**src/rtl/mem_access_ctrl.sv**
```systemverilog
// Memory access controller: MAR/MDR registers with a small FSM that sequences
// single-cycle write strobes and fixed-latency reads, flagging protocol misuse.
module mem_access_ctrl #(
  parameter int DW     = 16,
  parameter int AW     = 16,
  parameter int RD_LAT = 2
) (
  input  logic          clk,
  input  logic          rst_n,
  input  logic [DW-1:0] S_bus,
  input  logic          SMA,
  input  logic          SMD,
  input  logic          rd_req,
  input  logic          wr_req,
  input  logic          err_clr,
  output logic [DW-1:0] M_bus,
  output logic          busy,
  output logic          done,
  output logic          err,
  output logic [AW-1:0] mem_addr,
  output logic [DW-1:0] mem_wdata,
  output logic          mem_we,
  output logic          mem_re,
  input  logic [DW-1:0] mem_rdata
);

  typedef enum logic [2:0] {
    IDLE  = 3'd0,
    WRITE = 3'd1,
    READ  = 3'd2,
    RWAIT = 3'd3,
    DONE  = 3'd4
  } state_t;

  localparam logic [2:0] LAT_M1 = 3'(RD_LAT - 1);

  state_t        state, state_n;
  logic [AW-1:0] mar;
  logic [DW-1:0] mdr;
  logic [2:0]    cnt;
  logic          idle;
  logic          viol;

  assign idle = (state == IDLE);
  // Simultaneous rd/wr in IDLE and any request while busy are both violations.
  assign viol = (idle & rd_req & wr_req) |
                (~idle & (SMA | SMD | rd_req | wr_req));

  always_ff @(posedge clk or negedge rst_n) begin
    if (!rst_n) state <= IDLE;
    else        state <= state_n;
  end

  always_comb begin
    state_n = state;
    case (state)
      IDLE: begin
        if (wr_req)      state_n = WRITE;
        else if (rd_req) state_n = READ;
      end
      WRITE:   state_n = DONE;
      READ:    state_n = RWAIT;
      RWAIT:   if (cnt == 3'd0) state_n = DONE;
      DONE:    state_n = IDLE;
      default: state_n = IDLE;
    endcase
  end

  always_ff @(posedge clk or negedge rst_n) begin
    if (!rst_n) begin
      mar <= '0;
      mdr <= '0;
      cnt <= '0;
    end else begin
      if (idle && SMA) mar <= S_bus[AW-1:0];
      if (idle && SMD) mdr <= S_bus;
      if (state == READ) cnt <= LAT_M1;
      // cnt counts down through RWAIT; zero marks the cycle read data is valid.
      if (state == RWAIT) begin
        if (cnt != 3'd0) cnt <= cnt - 3'd1;
        else             mdr <= mem_rdata;
      end
    end
  end

  always_ff @(posedge clk or negedge rst_n) begin
    if (!rst_n)       err <= 1'b0;
    else if (viol)    err <= 1'b1;
    else if (err_clr) err <= 1'b0;
  end

  assign M_bus     = mdr;
  assign mem_addr  = mar;
  assign mem_wdata = mdr;
  assign busy      = ~idle;
  assign done      = (state == DONE);
  assign mem_we    = (state == WRITE);
  assign mem_re    = (state == READ);

endmodule

```
**config.mk**
```make
export PLATFORM = sky130hd
export DESIGN_NAME = mem_access_ctrl
export DESIGN_NICKNAME = d
export VERILOG_FILES = /design/src/rtl/mem_access_ctrl.sv
export SDC_FILE = /design/constraint.sdc
export NUM_CORES = 1
export LEC_CHECK = 0
export ABC_CLOCK_PERIOD_IN_PS = 1700
export BUFFER_PORTS_ARGS = -buffer_cell sky130_fd_sc_hd__buf_2
export CORE_ASPECT_RATIO = 1.4
export CORE_UTILIZATION = 41
export CTS_CLUSTER_DIAMETER = 50
export CTS_CLUSTER_SIZE = 40
export DETAILED_ROUTE_END_ITERATION = 16
export PLACE_DENSITY_LB_ADDON = 0.3
export SETUP_SLACK_MARGIN = 0.5
export SLEW_MARGIN = 10
export SYNTH_ARGS = -nofsm -noshare
export SYNTH_HDL_FRONTEND = slang
export SYNTH_SLANG_ARGS = --single-unit
```
**constraint.sdc**
```tcl
create_clock -name clk -period 1.7 [get_ports clk]
set_input_delay 0.425 -clock clk [delete_from_list [all_inputs] [get_ports clk]]
set_output_delay 0.425 -clock clk [all_outputs]
set_load 0.1 [all_outputs]
```
# Yosys cells after proc, flatten, opt, wreduce, memory -nomap -nowiden
# Index checks and enable logic that the tools add are counted.
[classes]
n_reduce_logical = 7
add_sub_neg = 1
bitwise = 8
mux = 12
n_eq_ne = 6
[ops]
columns = ["op", "count"]
rows = [
  ["16-bit 2-to-1 mux", 3],
  ["3-bit 2-to-1 mux", 6],
  ["3-bit one-hot mux with 4 select lines", 1],
  ["3-bit by 2-bit equality test with 1-bit output, second input constant", 2],
  ["3-bit logical NOT", 2],
  ["1-bit bitwise OR", 4],
  ["1-bit bitwise AND", 3],
  ["3-bit by 1-bit equality test with 1-bit output, second input constant", 1],
  ["3-bit equality test, second input constant", 1],
  ["3-bit != test, second input constant", 1],
  ["3-bit nonzero test", 1],
  ["3-bit by 1-bit subtractor with 3-bit output, second input constant", 1],
  ["1-bit logical AND", 2],
  ["1-bit 2-to-1 mux", 2],
  ["2-bit != test, second input constant", 1],
  ["2-bit AND reduction", 1],
  ["2-bit nonzero test", 1],
  ["1-bit inverter", 1],
]
[word_totals]
regBits = 39
output_inout_bits = 53
inputBits = 39
elab_cells = 39

# Longest topological paths before layout
# Gate-level depths: netlist of the first run.
[depth]
ltp_word = 6
ltp_mapped = 7
ltp_nobuf = 6

# Least setup slack after synthesis of the first run
# Ideal clock, no wire load.
[synth_timing]
kind = "reg-to-output"
start = "reg state[0]"
end = "out mem_we"
arrival_ns = 2.823
slack_ns = -1.548
stages_incl_launch_ff = 3
path_cell_list = "dfrtp_1 clkbuf_1 nor3b_1"
[synth_via]
elab_chain_len = 1
[synth_lines]
columns = ["item", "line", "rtl"]
rows = [
  ["from (decl)", "37", "state_t state, state_n;"],
  ["from (signal assigned)", "51", "else state <= state_n;"],
  ["3-bit by 1-bit equality test with 1-bit output", "97", "assign mem_we = (state == WRITE);"],
  ["to (decl)", "22", "output logic mem_we,"],
]
# Every way passes these cells.

# Final worst setup path of the first run
[layout_timing]
start = "reg state[2]"
end = "out mem_we"
# The elaborated chain is that of the path after synthesis.

==> results of run 1 <==
## worst reg2reg max path: stages, from the launching register on
cell and delay [ns]:
dfrtp_1 0.41, buf_6 0.14, buf_4 0.14, nor4b_4 0.24
buf_4 0.19, buf_6 0.14, mux2i_1 0.24, a21oi_1 0.10
## registers in the layout, summed over array words and instances, names as in the netlist
name / cells
cnt: 3
M_bus: 16
err: 1
mem_addr: 16
state: 3
## how the worst max path moves through the flow
stage,to,slack [ns],from
2_1_floorplan,done,-0.09,state[0]$_DFFE_PN0P_
3_3_place_gp,mem_addr[5]$_DFFE_PN0P_,0.13,state[1]$_DFFE_PN0P_
3_5_place_dp,M_bus[9]$_DFF_PN0_,0.08,state[2]$_DFFE_PN0P_
4_1_cts,mem_we,-0.06,state[2]$_DFFE_PN0P_
5_1_grt,mem_we,-0.12,state[2]$_DFFE_PN0P_
6_report,mem_we,-0.08,state[2]$_DFFE_PN0P_
## routing by layer
metal | global-route usage [%] | vias to the layer above
met5 | 0 | -
met3 | 4.83 | 17
met4 | 8.88 | 0
met1 | 27.6 | 818
met2 | 48.5 | 75
li1 | - | 736
## layout make-up
cell class | instances | area [µm²] | share of cell area, %
Timing Repair Buffer | 118 | 1550 | 41.7
Inverter | 5 | 18.8 | 0.505
Tap cell | 62 | 77.6 | 2.09
Sequential cell | 39 | 1060 | 28.5
Multi-Input combinational cell | 95 | 901 | 24.2
Clock inverter | 3 | 43.8 | 1.18
Clock buffer | 5 | 68.8 | 1.85
## cells in the mapped netlist, drive strengths merged (2+ instances only)
| cell | number |
|---|---|
| nand2 | 5 |
| buf | 22 |
| or3 | 2 |
| dfrtp | 39 |
| inv | 5 |
| a21oi | 19 |
| nor2 | 20 |
| mux2 | 16 |
| nand2b | 3 |
| mux2i | 16 |
| nor3b | 3 |
| ha | 2 |
| clkbuf | 4 |
## kinds of logic after synthesis
kind of cell | synth area share [%]
DFF | 50.7
and+or+nand+nor | 10.3
muxes | 19.6
buffers and inverters | 11.1
AOI/OAI and AO/OA | 6.83
adders and majority gates | 1.30
## metrics by stage
step	util [%]	setup TNS (ns)
floorplan	-	-1.10
global placement	56.8	0
detailed placement	56.8	0
CTS	79.6	-0.160
global route	81.9	-0.662
finish	81.9	-0.236
## what timing repair did
action | CTS | global route
setup buffers | 10 | 5
resized for setup | 214 | 12
pin swaps | 14 | 12
endpoints found under the setup margin | 89 | 92
endpoints found under the hold margin | 0 | 0
cloned | 2 | 0
==> run_results.csv, run 1 <==
group,metric,value,unit
run_status,outcome,"finished with violations",
run_status,violations,"negative setup slack",
finish,final_common_cell,"buf_12",
global_routing,grt_start_max_net_pins,40,
global_routing,grt_pass1_vias,1760,
synthesis,synth.distinct_cells,27,
setup_path,timing.rr.end,"M_bus[1]$_DFF_PN0_",
drt,m1WireLength,2330,µm
setup_path,cp.depth,4,
clock_tree,cts_tree,"built",
synthesis,yosys-top-cells-area,"dfrtp_1, mux2i_1, mux2_4, buf_4, a21oi_1",
clock_tree,clock_sinks,39,
synthesis,synth-seq-cells,39,
finish,diodes,0,
timing,timing_hold_violations_final,0,
drt,routed_via_density,5.03,
setup_path,critical_path_buf_inv_count,3,
global_routing,grtUsageTotal,26.0,%
finish,drive_gt1_share,74.0,%
clock_tree,htreeDepth,2,
global_routing,antenna_found_initial,0,
timing,worst_slack,-0.0795,ns
timing,post-route-period-util,105,%
finish,instances_no_fill,327,
drt,post_drt_wl_per_cell,19.4,µm
clock_tree,cts_buffer_depth,2,
setup_path,r2r_slack,-0.01,ns
drt,initialDrtViolationCount,65,
synthesis,syn_area,1920,µm²
placed_design,hpwlAfterDp,3070,µm
setup_path,cpLargestDelayFamily,"buffers and inverters",
clock_tree,cts_buffers,5,
synthesis,synth.top_cell.area_share,50.7,%
drt,wl_met2,3520,µm
floorplanning,start_util,42.4,%
synthesis,ys_warn_count,0,
drt,antenna_left,0,
placed_design,dp.cells,302,
synthesis,async_reset_ff_share,100,%
placed_design,port_buffers,91,
setup_path,cpPeakStageDelay,0.41,ns
clock_tree,ctsHoldBuffers,0,
finish,layout_common_cells,"buf_12, buf_2, nor2_1",
placed_design,post-place-ws,0.0773,ns
synthesis,synth_nets,206,
setup_path,crit_type,"reg2out",
setup_path,crit_path_start_kind,"flop",
synthesis,yosysSeqAreaShare,50.7,%
floorplanning,dieHeight,83.0,µm
timing,worstMarginPinSlew,0.509,ns
synthesis,synth_top_cell_by_area,"dfrtp_1",
job,maxCapViolCount,0,
timing,rsz0062_at_grt,"true",
clock_tree,clkSlewWorstSetupHoldPaths,0.09,ns
timing,hold_ws,0.206,ns
setup_path,arrival,1.35,ns
synthesis,synthCells,165,
floorplanning,die_width,59.9,µm
setup_path,cp-end-kind,"primary output",
synthesis,synth-edff-count,0,
global_routing,overflow,0,
finish,final_area,3720,µm²
floorplanning,rows,29,
finish,fillerInstances,225,
setup_path,r2r_cells,7,
timing,max_freq,562,MHz
drt,routed_wl,6330,µm
timing,skew,0.0122,ns
setup_path,path_cells,"buf_6, buf_6, nor3b_4, buf_12",
setup_path,crit_required,1.27,ns
synthesis,avgSynthCellArea,11.7,µm²
finish,layout.nets,305,
setup_path,cp_max_fo,3,
setup_path,rr_startpoint,"state[2]$_DFFE_PN0P_",
drt,drt-pass1-iter-count,4,
timing,relSlewSlack,66.1,%
clock_tree,cts_root_buf,"clkbuf_8",
drt,route.met3.wl,320,µm
setup_path,cpMostUsedCell,"buf_6",
drt,top_layer_used,"met4",
finish,area_delta_synth_final,93.2,%
placed_design,place.gp.congestion,0.720,
placed_design,post_dp_cell_area,2580,µm²
floorplanning,dieArea,4970,µm²
hold_path,hp-class,"in2async",
drt,drc_errors,0,
global_routing,grt_pass1_wl,9330,µm
synthesis,synth_flop_cell,"dfrtp_1",
timing,maxSlewViolCount,0,
floorplanning,io_pins,92,
setup_path,slowest_stage,"dfrtp_1",
drt,num_vias,1646,
clock_tree,insertion_delay,0.30,ns
floorplanning,coreArea,4540,µm²
timing,post-route-min-period,1.78,ns
timing,setup_viol,5,
Power of run 1 is left out: the tool's default activity adds up to more than one toggle a clock period on the data nets, which glitch-free logic cannot reach.
==> inputs of run 2 (changes only) <==
--- a/config.mk
+++ b/config.mk
@@ -13,6 +13,7 @@
 export CTS_CLUSTER_SIZE = 40
 export DETAILED_ROUTE_END_ITERATION = 16
 export PLACE_DENSITY_LB_ADDON = 0.3
+export RECOVER_POWER = 25
 export SETUP_SLACK_MARGIN = 0.5
 export SLEW_MARGIN = 10
 export SYNTH_ARGS = -nofsm -noshare
==> run_results.csv, run 2 (synthesized netlist as in run 1, its figures left out) <==
group,metric,value,unit
timing,max_freq,562,MHz
timing,relSlewSlack,33.3,%
setup_path,cpMostUsedCell,"buf_6",
finish,layout.nets,305,
setup_path,rr_startpoint,"state[2]$_DFFE_PN0P_",
placed_design,place.gp.congestion,0.720,
global_routing,grt_pass1_vias,1760,
floorplanning,io_pins,92,
drt,routed_via_density,5.02,
setup_path,crit_start,"state[2]$_DFFE_PN0P_",
setup_path,timing.rr.end,"M_bus[1]$_DFF_PN0_",
finish,fillerInstances,227,
timing,worst_slack,-0.0797,ns
floorplanning,dieArea,4970,µm²
floorplanning,die_width,59.9,µm
drt,drc_errors,0,
clock_tree,ctsHoldBuffers,0,
setup_path,crit_type,"reg2out",
timing,worstMarginPinSlew,1.00,ns
setup_path,cpPeakStageDelay,0.41,ns
finish,diodes,0,
setup_path,r2r_cells,7,
clock_tree,cts_buffer_depth,2,
drt,post_drt_wl_per_cell,19.3,µm
drt,initialDrtViolationCount,65,
drt,num_vias,1640,
timing,rsz0062_at_grt,"true",
drt,antenna_left,0,
clock_tree,htreeDepth,2,
timing,setup_viol,5,
finish,drive_gt1_share,73.6,%
clock_tree,cts_root_buf,"clkbuf_8",
setup_path,arrival,1.35,ns
placed_design,port_buffers,91,
placed_design,hpwlAfterDp,3070,µm
clock_tree,cts_tree,"built",
setup_path,path_cells,"buf_6, buf_6, nor3b_4, buf_12",
run_status,violations,"negative setup slack",
global_routing,grt_start_max_net_pins,40,
floorplanning,rows,29,
clock_tree,insertion_delay,0.29,ns
global_routing,antenna_found_initial,0,
setup_path,slowest_stage,"dfrtp_1",
timing,post-route-period-util,105,%
setup_path,crit_path_start_kind,"flop",
job,maxCapViolCount,0,
setup_path,r2r_slack,-0.01,ns
hold_path,hp-class,"in2reg",
setup_path,critPathCapture,"mem_we",
clock_tree,cts_buffers,5,
setup_path,critical_path_buf_inv_count,3,
global_routing,grtUsageTotal,26.0,%
finish,area_delta_synth_final,93.0,%
timing,skew,0.0122,ns
clock_tree,clock_sinks,39,
placed_design,post-place-ws,0.0773,ns
finish,layout_common_cells,"buf_12, buf_2, nor2_1",
clock_tree,clkSlewWorstSetupHoldPaths,0.07,ns
finish,final_common_cell,"buf_12",
drt,routed_wl,6310,µm
global_routing,grt_pass1_wl,9330,µm
setup_path,cp_max_fo,3,
timing,timing_hold_violations_final,0,
floorplanning,coreArea,4540,µm²
setup_path,cp-end-kind,"primary output",
run_status,outcome,"finished with violations",
setup_path,crit_required,1.27,ns
setup_path,cp.depth,4,
timing,maxSlewViolCount,0,
global_routing,overflow,0,
timing,post-route-min-period,1.78,ns
floorplanning,dieHeight,83.0,µm
drt,drt-pass1-iter-count,4,
floorplanning,start_util,42.4,%
setup_path,cpLargestDelayFamily,"buffers and inverters",
## run 2: changes by cell type in the layout (fill, tap and decap cells not counted), sizes merged
cell,previous run,this run
buf,118,116
clkbuf,5,7
## run 2: final cells by class
class	instances	area (µm²)	share of cell area (%)
Inverter	5	18.8	0.506
Tap cell	62	77.6	2.09
Clock inverter	3	43.8	1.18
Timing Repair Buffer	118	1550	41.6
Multi-Input combinational cell	95	901	24.3
Sequential cell	39	1060	28.5
Clock buffer	5	68.8	1.85
## run 2: worst register-to-register path: cells and delay by family (launching register included)
family	cells	cell delay, ns
buf+inv	4	0.61
flops	1	0.41
simple gates	1	0.24
mux	1	0.24
compound gates	1	0.10
## run 2: metrics by stage
step                      std cells  utilization, %  setup TNS [ns]  hold WS [ns]  instance area (µm²)
after floorplan                 165               -           -1.10         0.129                 2320
after global placement          302            56.8               0         0.481                 2580
after detailed placement        302            56.8               0         0.486                 2580
after CTS                       322            79.6          -0.160         0.199                 3610
after global routing            327            81.8          -0.662         0.341                 3710
final                           327            81.8          -0.238         0.324                 3710
## run 2: what timing repair did
action | in CTS | in global routing
setup endpoints to repair | 89 | 92
cloned | 2 | 0
pin swaps | 14 | 12
resized for setup | 214 | 12
setup buffers | 10 | 5
## run 2: how the worst min path moves through the flow
stage	start	to	slack (ns)	depth (start not counted)
2_1_floorplan	rst_n	cnt[0]$_DFF_PN0_	0.13	0
3_3_place_gp	cnt[2]$_DFF_PN0_	cnt[2]$_DFF_PN0_	0.48	1
3_5_place_dp	cnt[0]$_DFF_PN0_	cnt[0]$_DFF_PN0_	0.49	1
4_1_cts	rst_n	M_bus[11]$_DFF_PN0_	0.20	2
5_1_grt	err_clr	err$_DFFE_PN0P_	0.34	2
6_report	err_clr	err$_DFFE_PN0P_	0.32	2
## run 2: metal layers
| metal | share of wire (%) | GRT usage (%) |
|---|---|---|
| met1 | 37 | 27.6 |
| met2 | 55 | 48.5 |
| met3 | 5.2 | 4.83 |
| met4 | 2.7 | 8.88 |
| met5 | 0 | 0 |
Power of run 2 is left out for the same reason.
==> inputs of run 3 (changes only) <==
--- a/config.mk
+++ b/config.mk
@@ -5,10 +5,11 @@
 export SDC_FILE = /design/constraint.sdc
 export NUM_CORES = 1
 export LEC_CHECK = 0
+export ABC_AREA = 1
 export ABC_CLOCK_PERIOD_IN_PS = 1700
 export BUFFER_PORTS_ARGS = -buffer_cell sky130_fd_sc_hd__buf_2
 export CORE_ASPECT_RATIO = 1.4
-export CORE_UTILIZATION = 41
+export CORE_UTILIZATION = 43
 export CTS_CLUSTER_DIAMETER = 50
 export CTS_CLUSTER_SIZE = 40
 export DETAILED_ROUTE_END_ITERATION = 16
==> run_results.csv, run 3 <==
group,metric,value,unit
run_status,outcome,"finished, final reports clean",
synthesis,yosys-top-cells-area,"dfrtp_1, nand2_1, inv_1, o21ai_2, buf_4",
synthesis,syn_area,2140,µm²
setup_path,crit_path_start_kind,"flop",
setup_path,cpLargestDelayFamily,"flip-flops",
setup_path,cp-end-kind,"primary output",
setup_path,crit_type,"reg2out",
clock_tree,htreeDepth,2,
synthesis,synth.top_cell.area_share,45.5,%
synthesis,synth_flop_cell,"dfrtp_1",
placed_design,hpwlAfterDp,3540,µm
synthesis,synth_nets,300,
setup_path,arrival,1.25,ns
global_routing,antenna_found_initial,0,
synthesis,synth_top_cell_by_area,"dfrtp_1",
floorplanning,coreArea,4800,µm²
global_routing,grt_pass1_vias,2294,
drt,routed_via_density,5.34,
synthesis,synth.distinct_cells,23,
timing,maxSlewViolCount,0,
finish,layout_common_cells,"buf_12, nand2_1, buf_2",
floorplanning,start_util,44.6,%
drt,drc_errors,0,
synthesis,yosysSeqAreaShare,45.5,%
drt,routed_wl,8560,µm
clock_tree,cts_tree,"built",
setup_path,r2r_cells,10,
drt,initialDrtViolationCount,128,
timing,post-route-period-util,98.6,%
synthesis,ys_warn_count,0,
setup_path,slowest_stage,"dfrtp_2",
setup_path,crit_required,1.27,ns
timing,post-route-min-period,1.68,ns
drt,num_vias,2322,
synthesis,synth_common_cells,"nand2_1, inv_1, dfrtp_1",
timing,rsz0062_at_grt,"true",
timing,setup_viol,0,
placed_design,place.gp.congestion,0.780,
timing,skew,0.0197,ns
finish,area_delta_synth_final,97.4,%
clock_tree,cts_root_buf,"clkbuf_8",
synthesis,synth-edff-count,0,
finish,fillerInstances,222,
synthesis,synth.most_common_cell,"nand2_1",
drt,antenna_left,0,
timing,relSlewSlack,32.0,%
setup_path,critical_path_buf_inv_count,2,
finish,instances_no_fill,435,
finish,final_common_cell,"buf_12",
global_routing,grtUsageTotal,27.4,%
drt,drt-pass1-iter-count,5,
drt,post_drt_wl_per_cell,19.7,µm
synthesis,synthCells,259,
global_routing,overflow,0,
synthesis,avgSynthCellArea,8.28,µm²
hold_path,hp-class,"in2reg",
floorplanning,die_width,61.7,µm
global_routing,grt_pass1_wl,10700,µm
finish,layout.nets,411,
clock_tree,cts_buffer_depth,2,
setup_path,path_cells,"buf_12, nor2_4, nand2_4, buf_12",
placed_design,dp.cells,391,
clock_tree,insertion_delay,0.30,ns
placed_design,port_buffers,91,
clock_tree,clkSlewWorstSetupHoldPaths,0.10,ns
setup_path,cpPeakStageDelay,0.44,ns
clock_tree,clock_sinks,39,
finish,drive_gt1_share,68.2,%
timing,max_freq,597,MHz
global_routing,grt_start_max_net_pins,40,
synthesis,async_reset_ff_share,100,%
floorplanning,dieArea,5280,µm²
floorplanning,io_pins,92,
job,maxCapViolCount,0,
timing,timing_hold_violations_final,0,
floorplanning,rows,30,
clock_tree,cts_buffers,5,
setup_path,cp_max_fo,3,
synthesis,synth-seq-cells,39,
setup_path,cp.depth,4,
setup_path,cpMostUsedCell,"buf_12",
finish,diodes,0,
timing,worstMarginPinSlew,1.02,ns
floorplanning,dieHeight,85.6,µm
hold_path,holdPathStages,3,
==> run 3: cell count changes after synthesis, moves of 16 or more <==
cell,change
inv_1,+39
nand2_1,+68
nand4_1,+16
o21ai_2,+16
mux2i_1,-16
nand3_1,+21
a21oi_1,-19
==> run 3: repair_timing <==
item | 4_1_cts | 5_1_grt
pin swaps | 15 | 18
endpoints found under the setup margin | 90 | 91
hold buffers | 0 | 0
buffers inserted | 14 | 18
cloned | 4 | 0
gates resized for setup | 217 | 69
==> run 3: final timing paths <==
check	end	from	slack (ns)
worst max-delay path	busy	state[1]$_DFFE_PN0P_	0.02
worst min-delay path	M_bus[12]$_DFF_PN0_	mem_rdata[12]	0.34
worst max register to register	M_bus[6]$_DFF_PN0_	state[1]$_DFFE_PN0P_	0.05
worst min register to register	err$_DFFE_PN0P_	err$_DFFE_PN0P_	0.55
max in group asynchronous	M_bus[3]$_DFF_PN0_	rst_n	0.57
min in group asynchronous	mem_addr[14]$_DFFE_PN0P_	rst_n	0.36
==> run 3: layout make-up <==
type | instances | area [µm²] | area share [%]
clock buffer | 5 | 68.8 | 1.63
clock inverter | 3 | 67.6 | 1.60
inverter | 46 | 196 | 4.64
multi-input combinational | 151 | 1130 | 26.7
sequential | 39 | 1060 | 25.0
tap | 64 | 80.1 | 1.89
timing repair buffer | 127 | 1630 | 38.5
==> run 3: tightest hold or removal path: cells and delay by family <==
family,cells,cell delay [ns]
and+or+nand+nor,2,0.11
buffers and inverters,1,0.08
==> run 3: logic make-up after synthesis <==
family                   synth area share [%]
AND/OR/NAND/NOR                          27.1
buffers and inverters                    18.3
flip-flops                               45.5
AO/OA/AOI/OAI                            7.93
adder cells (fa/ha/maj)                  1.17
==> run 3: layer usage <==
layer | share of wire [%] | routed length (µm) | track usage (%)
met5 | 0 | 0 | 0
met4 | 3.1 | 261 | 11.1
met3 | 6.1 | 520 | 5.13
met2 | 57 | 4880 | 49.1
met1 | 34 | 2890 | 30.5
==> run 3: stage by stage <==
step	hold slack, ns	utilization [%]	TNS (ns)	setup WS [ns]	instance area [µm²]
after global routing	0.339	88.1	-0.111	-0.0286	4230
after detailed placement	0.475	55.8	0	0.275	2680
after global placement	0.470	55.8	0	0.289	2680
after floorplan	0.129	-	-0.106	-0.106	2480
final	0.344	88.1	0	0.0241	4230
after CTS	0.193	79.7	0	0.0273	3830
Power of run 3 is left out for the same reason.
